<file path="src/rtl/write_back_stage_pkg.sv">
// Shared write-back definitions: datapath widths, FSM state encoding and the
// layout of the control portion of the MEM/WB bundle.
package write_back_stage_pkg;

    localparam int DATA_W     = 16;
    localparam int REG_ADDR_W = 3;

    typedef enum logic {
        IDLE  = 1'b0,
        SWAP2 = 1'b1
    } wb_state_e;

    // Bit positions of the write-back controls within the packed control vector
    localparam int CTRL_WB_EN      = 3;
    localparam int CTRL_MEM_TO_REG = 2;
    localparam int CTRL_OUT_EN     = 1;
    localparam int CTRL_SWAP_EN    = 0;
    localparam int CTRL_W          = 4;

    typedef struct packed {
        logic wb_en;
        logic mem_to_reg;
        logic out_en;
        logic swap_en;
    } wb_ctrl_t;

    function automatic wb_ctrl_t pack_ctrl(
        input logic wb_en,
        input logic mem_to_reg,
        input logic out_en,
        input logic swap_en
    );
        logic [CTRL_W-1:0] vec;
        vec                  = '0;
        vec[CTRL_WB_EN]      = wb_en;
        vec[CTRL_MEM_TO_REG] = mem_to_reg;
        vec[CTRL_OUT_EN]     = out_en;
        vec[CTRL_SWAP_EN]    = swap_en;
        return wb_ctrl_t'(vec);
    endfunction

endpackage

</file>
<file path="src/rtl/write_back_stage.sv">
// Final pipeline stage: selects the result, drives the register-file write port
// one cycle later, owns the OUT port and sequences two-write SWAP instructions.
module write_back_stage
    import write_back_stage_pkg::wb_state_e;
    import write_back_stage_pkg::IDLE;
    import write_back_stage_pkg::SWAP2;
    import write_back_stage_pkg::wb_ctrl_t;
    import write_back_stage_pkg::pack_ctrl;
#(
    parameter int DATA_W     = write_back_stage_pkg::DATA_W,
    parameter int REG_ADDR_W = write_back_stage_pkg::REG_ADDR_W
) (
    input  logic                  clk,
    input  logic                  rst,
    input  logic                  valid,
    input  logic                  flush,
    input  logic                  wbEn,
    input  logic                  memToReg,
    input  logic                  outEn,
    input  logic                  swapEn,
    input  logic [REG_ADDR_W-1:0] wbRdst,
    input  logic [REG_ADDR_W-1:0] wbRsrc,
    input  logic [DATA_W-1:0]     aluResult,
    input  logic [DATA_W-1:0]     memData,
    input  logic [DATA_W-1:0]     secondData,
    output logic                  regWrite,
    output logic [REG_ADDR_W-1:0] Rdst,
    output logic [DATA_W-1:0]     writeData,
    output logic [DATA_W-1:0]     outPort,
    output logic                  stall
);

    wb_ctrl_t              ctrl;
    logic [DATA_W-1:0]     sel;
    logic                  do_write;
    logic                  do_swap;
    logic                  do_out;

    wb_state_e             state_reg;
    logic                  reg_write_reg;
    logic [REG_ADDR_W-1:0] rdst_reg;
    logic [DATA_W-1:0]     write_data_reg;
    logic [DATA_W-1:0]     out_port_reg;
    logic [REG_ADDR_W-1:0] swap_addr_reg;
    logic [DATA_W-1:0]     swap_data_reg;

    assign ctrl     = pack_ctrl(wbEn, memToReg, outEn, swapEn);
    assign sel      = ctrl.mem_to_reg ? memData : aluResult;
    assign do_write = valid & ctrl.wb_en;
    assign do_swap  = do_write & ctrl.swap_en;
    assign do_out   = valid & ctrl.out_en;

    always_ff @(posedge clk or negedge rst) begin
        if (!rst) begin
            state_reg      <= IDLE;
            reg_write_reg  <= 1'b0;
            rdst_reg       <= '0;
            write_data_reg <= '0;
            out_port_reg   <= '0;
            swap_addr_reg  <= '0;
            swap_data_reg  <= '0;
        end else begin
            case (state_reg)
                IDLE: begin
                    if (flush) begin
                        reg_write_reg <= 1'b0;
                    end else begin
                        if (do_write) begin
                            reg_write_reg  <= 1'b1;
                            rdst_reg       <= wbRdst;
                            // SWAP's first value always comes from the ALU
                            write_data_reg <= do_swap ? aluResult : sel;
                        end else begin
                            reg_write_reg  <= 1'b0;
                        end
                        if (do_swap) begin
                            swap_addr_reg <= wbRsrc;
                            swap_data_reg <= secondData;
                            state_reg     <= SWAP2;
                        end
                        if (do_out) begin
                            out_port_reg <= sel;
                        end
                    end
                end
                SWAP2: begin
                    // Bundle inputs are ignored here; upstream is held by stall
                    if (flush) begin
                        reg_write_reg  <= 1'b0;
                    end else begin
                        reg_write_reg  <= 1'b1;
                        rdst_reg       <= swap_addr_reg;
                        write_data_reg <= swap_data_reg;
                    end
                    state_reg <= IDLE;
                end
                default: begin
                    reg_write_reg <= 1'b0;
                    state_reg     <= IDLE;
                end
            endcase
        end
    end

    assign regWrite  = reg_write_reg;
    assign Rdst      = rdst_reg;
    assign writeData = write_data_reg;
    assign outPort   = out_port_reg;
    assign stall     = (state_reg == SWAP2);

endmodule

</file>
<file path="config.mk">
export PLATFORM = sky130hd
export DESIGN_NAME = write_back_stage
export DESIGN_NICKNAME = d
export VERILOG_FILES = /design/src/rtl/write_back_stage_pkg.sv /design/src/rtl/write_back_stage.sv
export SDC_FILE = /design/constraint.sdc
export NUM_CORES = 1
export LEC_CHECK = 0
export CORE_UTILIZATION = 45
export DETAILED_ROUTE_END_ITERATION = 10
export DONT_BUFFER_PORTS = 1
export PLACE_DENSITY = 0.63
export SYNTH_ARGS = -nofsm -noshare
export SYNTH_HDL_FRONTEND = slang
export SYNTH_SLANG_ARGS = --single-unit
</file>
<file path="constraint.sdc">
create_clock -name clk -period 3.1 [get_ports clk]
set_clock_uncertainty 0.05 [all_clocks]
set_input_delay 0.465 -clock clk [delete_from_list [all_inputs] [get_ports clk]]
set_output_delay 0.465 -clock clk [all_outputs]
set_load 0.01 [all_outputs]
</file>
## Yosys cells after proc, flatten, opt, wreduce, memory -nomap -nowiden

Index checks and enable logic that the tools add are counted.

| storage, ports and cells | value |
|---|---|
| latch bits | 0 |
| flip-flop bits (word level) | 56 |
| word-level logic and storage cells | 35 |
| RAM bits | 0 |
| output and inout port bits | 37 |
| memories | 0 |
| bits in read-only memories | 0 |

| operators by class | value |
|---|---|
| order comparisons | 0 |
| div/mod/pow operators | 0 |
| reduce and logical (&&, ||, !) cells | 3 |
| bitwise gates (word level) | 5 |
| $add $sub $neg | 0 |
| shift-type cells | 0 |
| eq/ne operators | 3 |
| $mul | 0 |
| mux-type cells | 17 |

Operators with widths:

| operator | number |
|---|---|
| 16-bit 2-to-1 mux | 5 |
| 16-bit one-hot mux with 2 select lines | 1 |
| 3-bit 2-to-1 mux | 3 |
| 3-bit AND reduction | 3 |
| 2-bit != test (second input constant) | 3 |
| 3-bit one-hot mux with 2 select lines | 1 |
| 1-bit 2-to-1 mux | 5 |
| 1-bit one-hot mux with 2 select lines | 2 |
| 1-bit AND | 3 |
| 1-bit NOT | 2 |

## Depth between registers and ports, before layout

| logic depth | value |
|---|---|
| depth in word-level cells | 6 |
| mapped depth | 6 |
| gate-level depth less buffers | 3 |

## Worst setup path after synthesis

OpenSTA, ideal clock, no wires.

| timing path | value |
|---|---|
| path kind | reg2reg |
| start point | reg state_reg, in the netlist stall |
| end point | reg swap_addr_reg[2] |
| data arrival time | 1.265 ns |
| library setup time | 0.125 ns |
| stages on the path, launching flop included | 6 |
| path slack | 1.660 ns |
| clock period less this slack | 1.440 ns |
| cell sequence | dfrtp_1 -> buf_6 -> nor2_1 -> nand4_1 -> buf_6 -> mux2_4 |

| between the ends | value |
|---|---|
| word-level cells in the longest chain between the ends | 2 |

Ends and longest elaborated chain:

| element | RTL line | text |
|---|---|---|
| start: declaration | write_back_stage.sv:39 | `wb_state_e state_reg;` |
| start signal: assignment | write_back_stage.sv:55 | `state_reg <= IDLE;` |
| start signal: assignment | write_back_stage.sv:79 | `state_reg <= SWAP2;` |
| start signal: assignment | write_back_stage.sv:95 | `state_reg <= IDLE;` |
| 1-bit NOT (no line) | n/a |  |
| 3-bit AND reduction (no line) | n/a |  |
| end signal: assignment | write_back_stage.sv:77 | `swap_addr_reg <= wbRsrc;` |
| end: declaration | write_back_stage.sv:44 | `logic [REG_ADDR_W-1:0] swap_addr_reg;` |

No other way between the ends.
A chain may end at the register's enable or synchronous reset.

## Final worst setup path

| timing path | value |
|---|---|
| start point | reg state_reg, in the netlist stall |
| end point | reg write_data_reg[7], in the netlist writeData[7] |

| between the ends | value |
|---|---|
| word-level cells in the longest chain between the ends | 3 |
| elaborated cells on any way between the ends | 6 |

Ends and longest elaborated chain:

| element | RTL line | text |
|---|---|---|
| 1-bit NOT (no line) | n/a |  |
| 2-bit != test (no line) | n/a |  |
| 3-bit AND reduction (no line) | n/a |  |
| end signal: assignment | write_back_stage.sv:72 | `write_data_reg <= do_swap ? aluResult : sel;` |
| end signal: assignment | write_back_stage.sv:93 | `write_data_reg <= swap_data_reg;` |
| end: declaration | write_back_stage.sv:42 | `logic [DATA_W-1:0] write_data_reg;` |

Parallel ways exist; a longest one is shown, timed or not.

==> reports/metrics.json <==
{
  "grt_pass1_wl": {"value": 10300, "unit": "um"},
  "cap_violations": {"value": 0},
  "switchingPower": {"value": 0.480, "unit": "mW"},
  "p_per_area": {"value": 554, "unit": "nW/um^2"},
  "top_cell_type_s_share_of_synthesized_area": {"value": 46.8, "unit": "%"},
  "synth-warning-count": {"value": 0},
  "start_kind": {"value": "flip-flop"},
  "required_time_at_the_endpoint_of_the_critical_path": {"value": 3.24, "unit": "ns"},
  "switching_share": {"value": 28.6, "unit": "%"},
  "grt.met3_usage": {"value": 5.64, "unit": "%"},
  "syn_std_cell_area": {"value": 2990, "unit": "um^2"},
  "clkPwrFrac": {"value": 22.6, "unit": "%"},
  "drt_pre_antenna_iters": {"value": 4},
  "p_int": {"value": 1.20, "unit": "mW"},
  "critical_path_class": {"value": "reg -> reg"},
  "vias_per_cell": {"value": 5.96},
  "first_global_vias": {"value": 1879},
  "worstMarginPinSlew": {"value": 0.789, "unit": "ns"},
  "cts_tree": {"value": "built"},
  "gpl.final_weighted_congestion": {"value": 0.823},
  "ys_top_cells_by_area": {"value": "sky130_fd_sc_hd__dfrtp_1, sky130_fd_sc_hd__mux2_4, sky130_fd_sc_hd__a22o_1"},
  "grtUsageMet2": {"value": 26.8, "unit": "%"},
  "timing.critical_path.to_type": {"value": "flip-flop"},
  "path_clk_slew": {"value": 0.10, "unit": "ns"},
  "vdd_ir_drop_max": {"value": 0.237, "unit": "mV"},
  "clock-sinks": {"value": 56},
  "synthesis.area_per_instance": {"value": 10.7, "unit": "um^2"},
  "core": {"value": 6390, "unit": "um^2"},
  "cts_max_path_buffers": {"value": 2},
  "die_width": {"value": 83.6, "unit": "um"},
  "final_setup_tns": {"value": 0, "unit": "ns"},
  "report.final.hold_viol_count": {"value": 0},
  "grt_max_degree": {"value": 57},
  "clock_latency": {"value": 0.30, "unit": "ns"},
  "postCtsSetupBuffers": {"value": 0},
  "yosys.area.top_type": {"value": "sky130_fd_sc_hd__dfrtp_1"},
  "cts_hold_repair.buffers": {"value": 2},
  "syn_inst": {"value": 281},
  "grt_busiest_layer": {"value": "met1"},
  "use_met1": {"value": 27.0, "unit": "%"},
  "synthFlopType": {"value": "sky130_fd_sc_hd__dfrtp_1"},
  "finish.net_count": {"value": 327},
  "route.detailed.drc": {"value": 0},
  "cts_root_cell": {"value": "sky130_fd_sc_hd__clkbuf_8"},
  "power.sequential.fraction": {"value": 60.9, "unit": "%"},
  "p_leak": {"value": 1.30, "unit": "nW"},
  "worstRegToRegCells": {"value": 4},
  "die-area": {"value": 6980, "unit": "um^2"},
  "grt.overflow.total": {"value": 0},
  "min-delay-path-class": {"value": "in -> reg"},
  "antenna_found_initial": {"value": 0},
  "setup-violations-final": {"value": 0},
  "ctsHtreeMaxLevel": {"value": 2},
  "synth_commonest_cells": {"value": "sky130_fd_sc_hd__dfrtp_1, sky130_fd_sc_hd__mux2_4, sky130_fd_sc_hd__a21oi_1, sky130_fd_sc_hd__nand4_1, sky130_fd_sc_hd__nor2_1"},
  "synth_most_common_cell": {"value": "sky130_fd_sc_hd__dfrtp_1"},
  "critical_path_depth": {"value": 4},
  "worst_path_max_delay_cell": {"value": "sky130_fd_sc_hd__dfrtp_1"},
  "cp_slowest_stage_delay": {"value": 0.69, "unit": "ns"},
  "antenna-diode-count": {"value": 0},
  "track_usage": {"value": 18.5, "unit": "%"},
  "cts-buffers-inserted": {"value": 5},
  "grt_setup_unrepaired": {"value": "false"},
  "dp_hpwl": {"value": 4640, "unit": "um"},
  "die_h": {"value": 83.6, "unit": "um"},
  "run_status": {"value": "finished clean"},
  "cts_resized": {"value": 0},
  "post-route-min-period": {"value": 2.10, "unit": "ns"},
  "synth_enable_flop_cells": {"value": 0},
  "final_util": {"value": 47.5, "unit": "%"},
  "crit_buf_inv": {"value": 1},
  "starting_drt_drc_count": {"value": 147},
  "ys_async_rst_share": {"value": 100, "unit": "%"},
  "fmax": {"value": 475, "unit": "MHz"},
  "worstPathCellList": {"value": "buf_4, a21oi_1, or2_1, a22o_1"},
  "min_path_cells": {"value": 2},
  "synth_seq_cells": {"value": 56},
  "place.port_buffers": {"value": 0},
  "placement_rows": {"value": 29},
  "via_count": {"value": 2039},
  "antenna_left": {"value": 0},
  "detailed_route_wl": {"value": 6350, "unit": "um"},
  "fraction_of_layout_instances_using_a_drive_strength_above_1": {"value": 15.1, "unit": "%"},
  "floorplan.initialDensity": {"value": 46.9, "unit": "%"},
  "cp.arrival": {"value": 2.25, "unit": "ns"},
  "power.share.combinational": {"value": 16.6, "unit": "%"},
  "postSynthNetCount": {"value": 343},
  "area.growth.synth_to_final": {"value": 1.25, "unit": "%"},
  "yosys.cell_types.count": {"value": 24},
  "yosysSeqAreaShare": {"value": 46.8, "unit": "%"},
  "floorplan.io_pins": {"value": 99},
  "critical_path_fanout_max": {"value": 23},
  "critPathTopFamily": {"value": "flip-flops"},
  "timing.slew.headroom": {"value": 47.4, "unit": "%"},
  "layout_worst_path_cycle_share": {"value": 67.9, "unit": "%"},
  "slew_viol_final": {"value": 0},
  "post_drt_wl_per_cell": {"value": 18.6, "unit": "um"}
}
-- cell type report --
cell class / instances / area, um^2
Clock buffer: 6 / 72.6
Clock inverter: 1 / 5.00
Fill cell: 578 / 3360
Inverter: 2 / 7.51
Multi-Input combinational cell: 194 / 1380
Sequential cell: 56 / 1400
Tap cell: 77 / 96.3
Timing Repair Buffer: 6 / 67.6
-- stage by stage --
stage / setup slack, ns / hold WS, ns / instances / cell area [um^2] / power (mW)
4_1_cts: 0.988 / 0.237 / 342 / 3030 / 1.69
2_1_floorplan: 1.66 / 0.119 / 281 / 2990 / 1.26
6_report: 0.996 / 0.241 / 342 / 3030 / 1.68
3_3_place_gp: 1.06 / 0.120 / 333 / 2920 / 1.29
3_5_place_dp: 1.00 / 0.121 / 333 / 2920 / 1.30
5_1_grt: 0.819 / 0.231 / 342 / 3030 / 1.77
-- layer usage --
| metal | wire [um] | vias up |
|---|---|---|
| met2 | 2760 | 76 |
| li1 | - | 987 |
| met1 | 2990 | 969 |
| met4 | 69 | 0 |
| met5 | 0 | - |
| met3 | 520 | 7 |
-- cells in the final DEF, fill, tap and decap left out --
cell / n
sky130_fd_sc_hd__nor2_1: 17
sky130_fd_sc_hd__inv_1: 2
sky130_fd_sc_hd__clkinv_2: 1
sky130_fd_sc_hd__clkbuf_1: 1
sky130_fd_sc_hd__a22o_1: 16
sky130_fd_sc_hd__dfrtp_1: 56
sky130_fd_sc_hd__buf_4: 4
sky130_fd_sc_hd__clkbuf_8: 5
sky130_fd_sc_hd__nand4_1: 17
sky130_fd_sc_hd__o21ai_0: 6
sky130_fd_sc_hd__or2_1: 1
sky130_fd_sc_hd__mux2_4: 19
sky130_fd_sc_hd__nor3_1: 16
sky130_fd_sc_hd__nor2b_1: 16
sky130_fd_sc_hd__nand2b_1: 16
sky130_fd_sc_hd__a31oi_1: 16
sky130_fd_sc_hd__dlygate4sd3_1: 1
sky130_fd_sc_hd__nand2_1: 16
sky130_fd_sc_hd__a21oi_1: 17
sky130_fd_sc_hd__and4b_1: 1
sky130_fd_sc_hd__and4bb_1: 1
sky130_fd_sc_hd__mux2i_1: 3
sky130_fd_sc_hd__buf_16: 1
sky130_fd_sc_hd__o211ai_1: 6
sky130_fd_sc_hd__o211ai_2: 10
-- final timing paths --
path                                               from                      endpoint  slack, ns
setup / recovery                        stall$_DFF_PN0_      writeData[7]$_DFFE_PN0P_        1.0
hold / removal                               memData[9]        outPort[9]$_DFFE_PN0P_       0.24
setup reg to reg                        stall$_DFF_PN0_      writeData[7]$_DFFE_PN0P_        1.0
hold reg to reg            swap_data_reg[3]$_DFFE_PN0P_  swap_data_reg[3]$_DFFE_PN0P_       0.47
max in group asynchronous                           rst  swap_data_reg[0]$_DFFE_PN0P_       2.15
min in group asynchronous                           rst        outPort[8]$_DFFE_PN0P_       0.61
-- power groups by stage --
stage | Sequential [mW] | Combinational (mW) | Clock (mW)
2_1_floorplan | 0.996 | 0.265 | 0
3_3_place_gp | 1.03 | 0.254 | 0
3_5_place_dp | 1.04 | 0.263 | 0
4_1_cts | 1.02 | 0.281 | 0.388
5_1_grt | 1.04 | 0.310 | 0.416
6_report | 1.02 | 0.278 | 0.379
-- kinds of logic after synthesis --
kind of cell	count (synthesis)	share of synthesized area, %
simple gates	101	18.0
compound gates	71	17.6
flops	56	46.8
buf+inv	31	7.07
mux	22	10.5
Note: power is estimated with default switching activity, not from simulation.
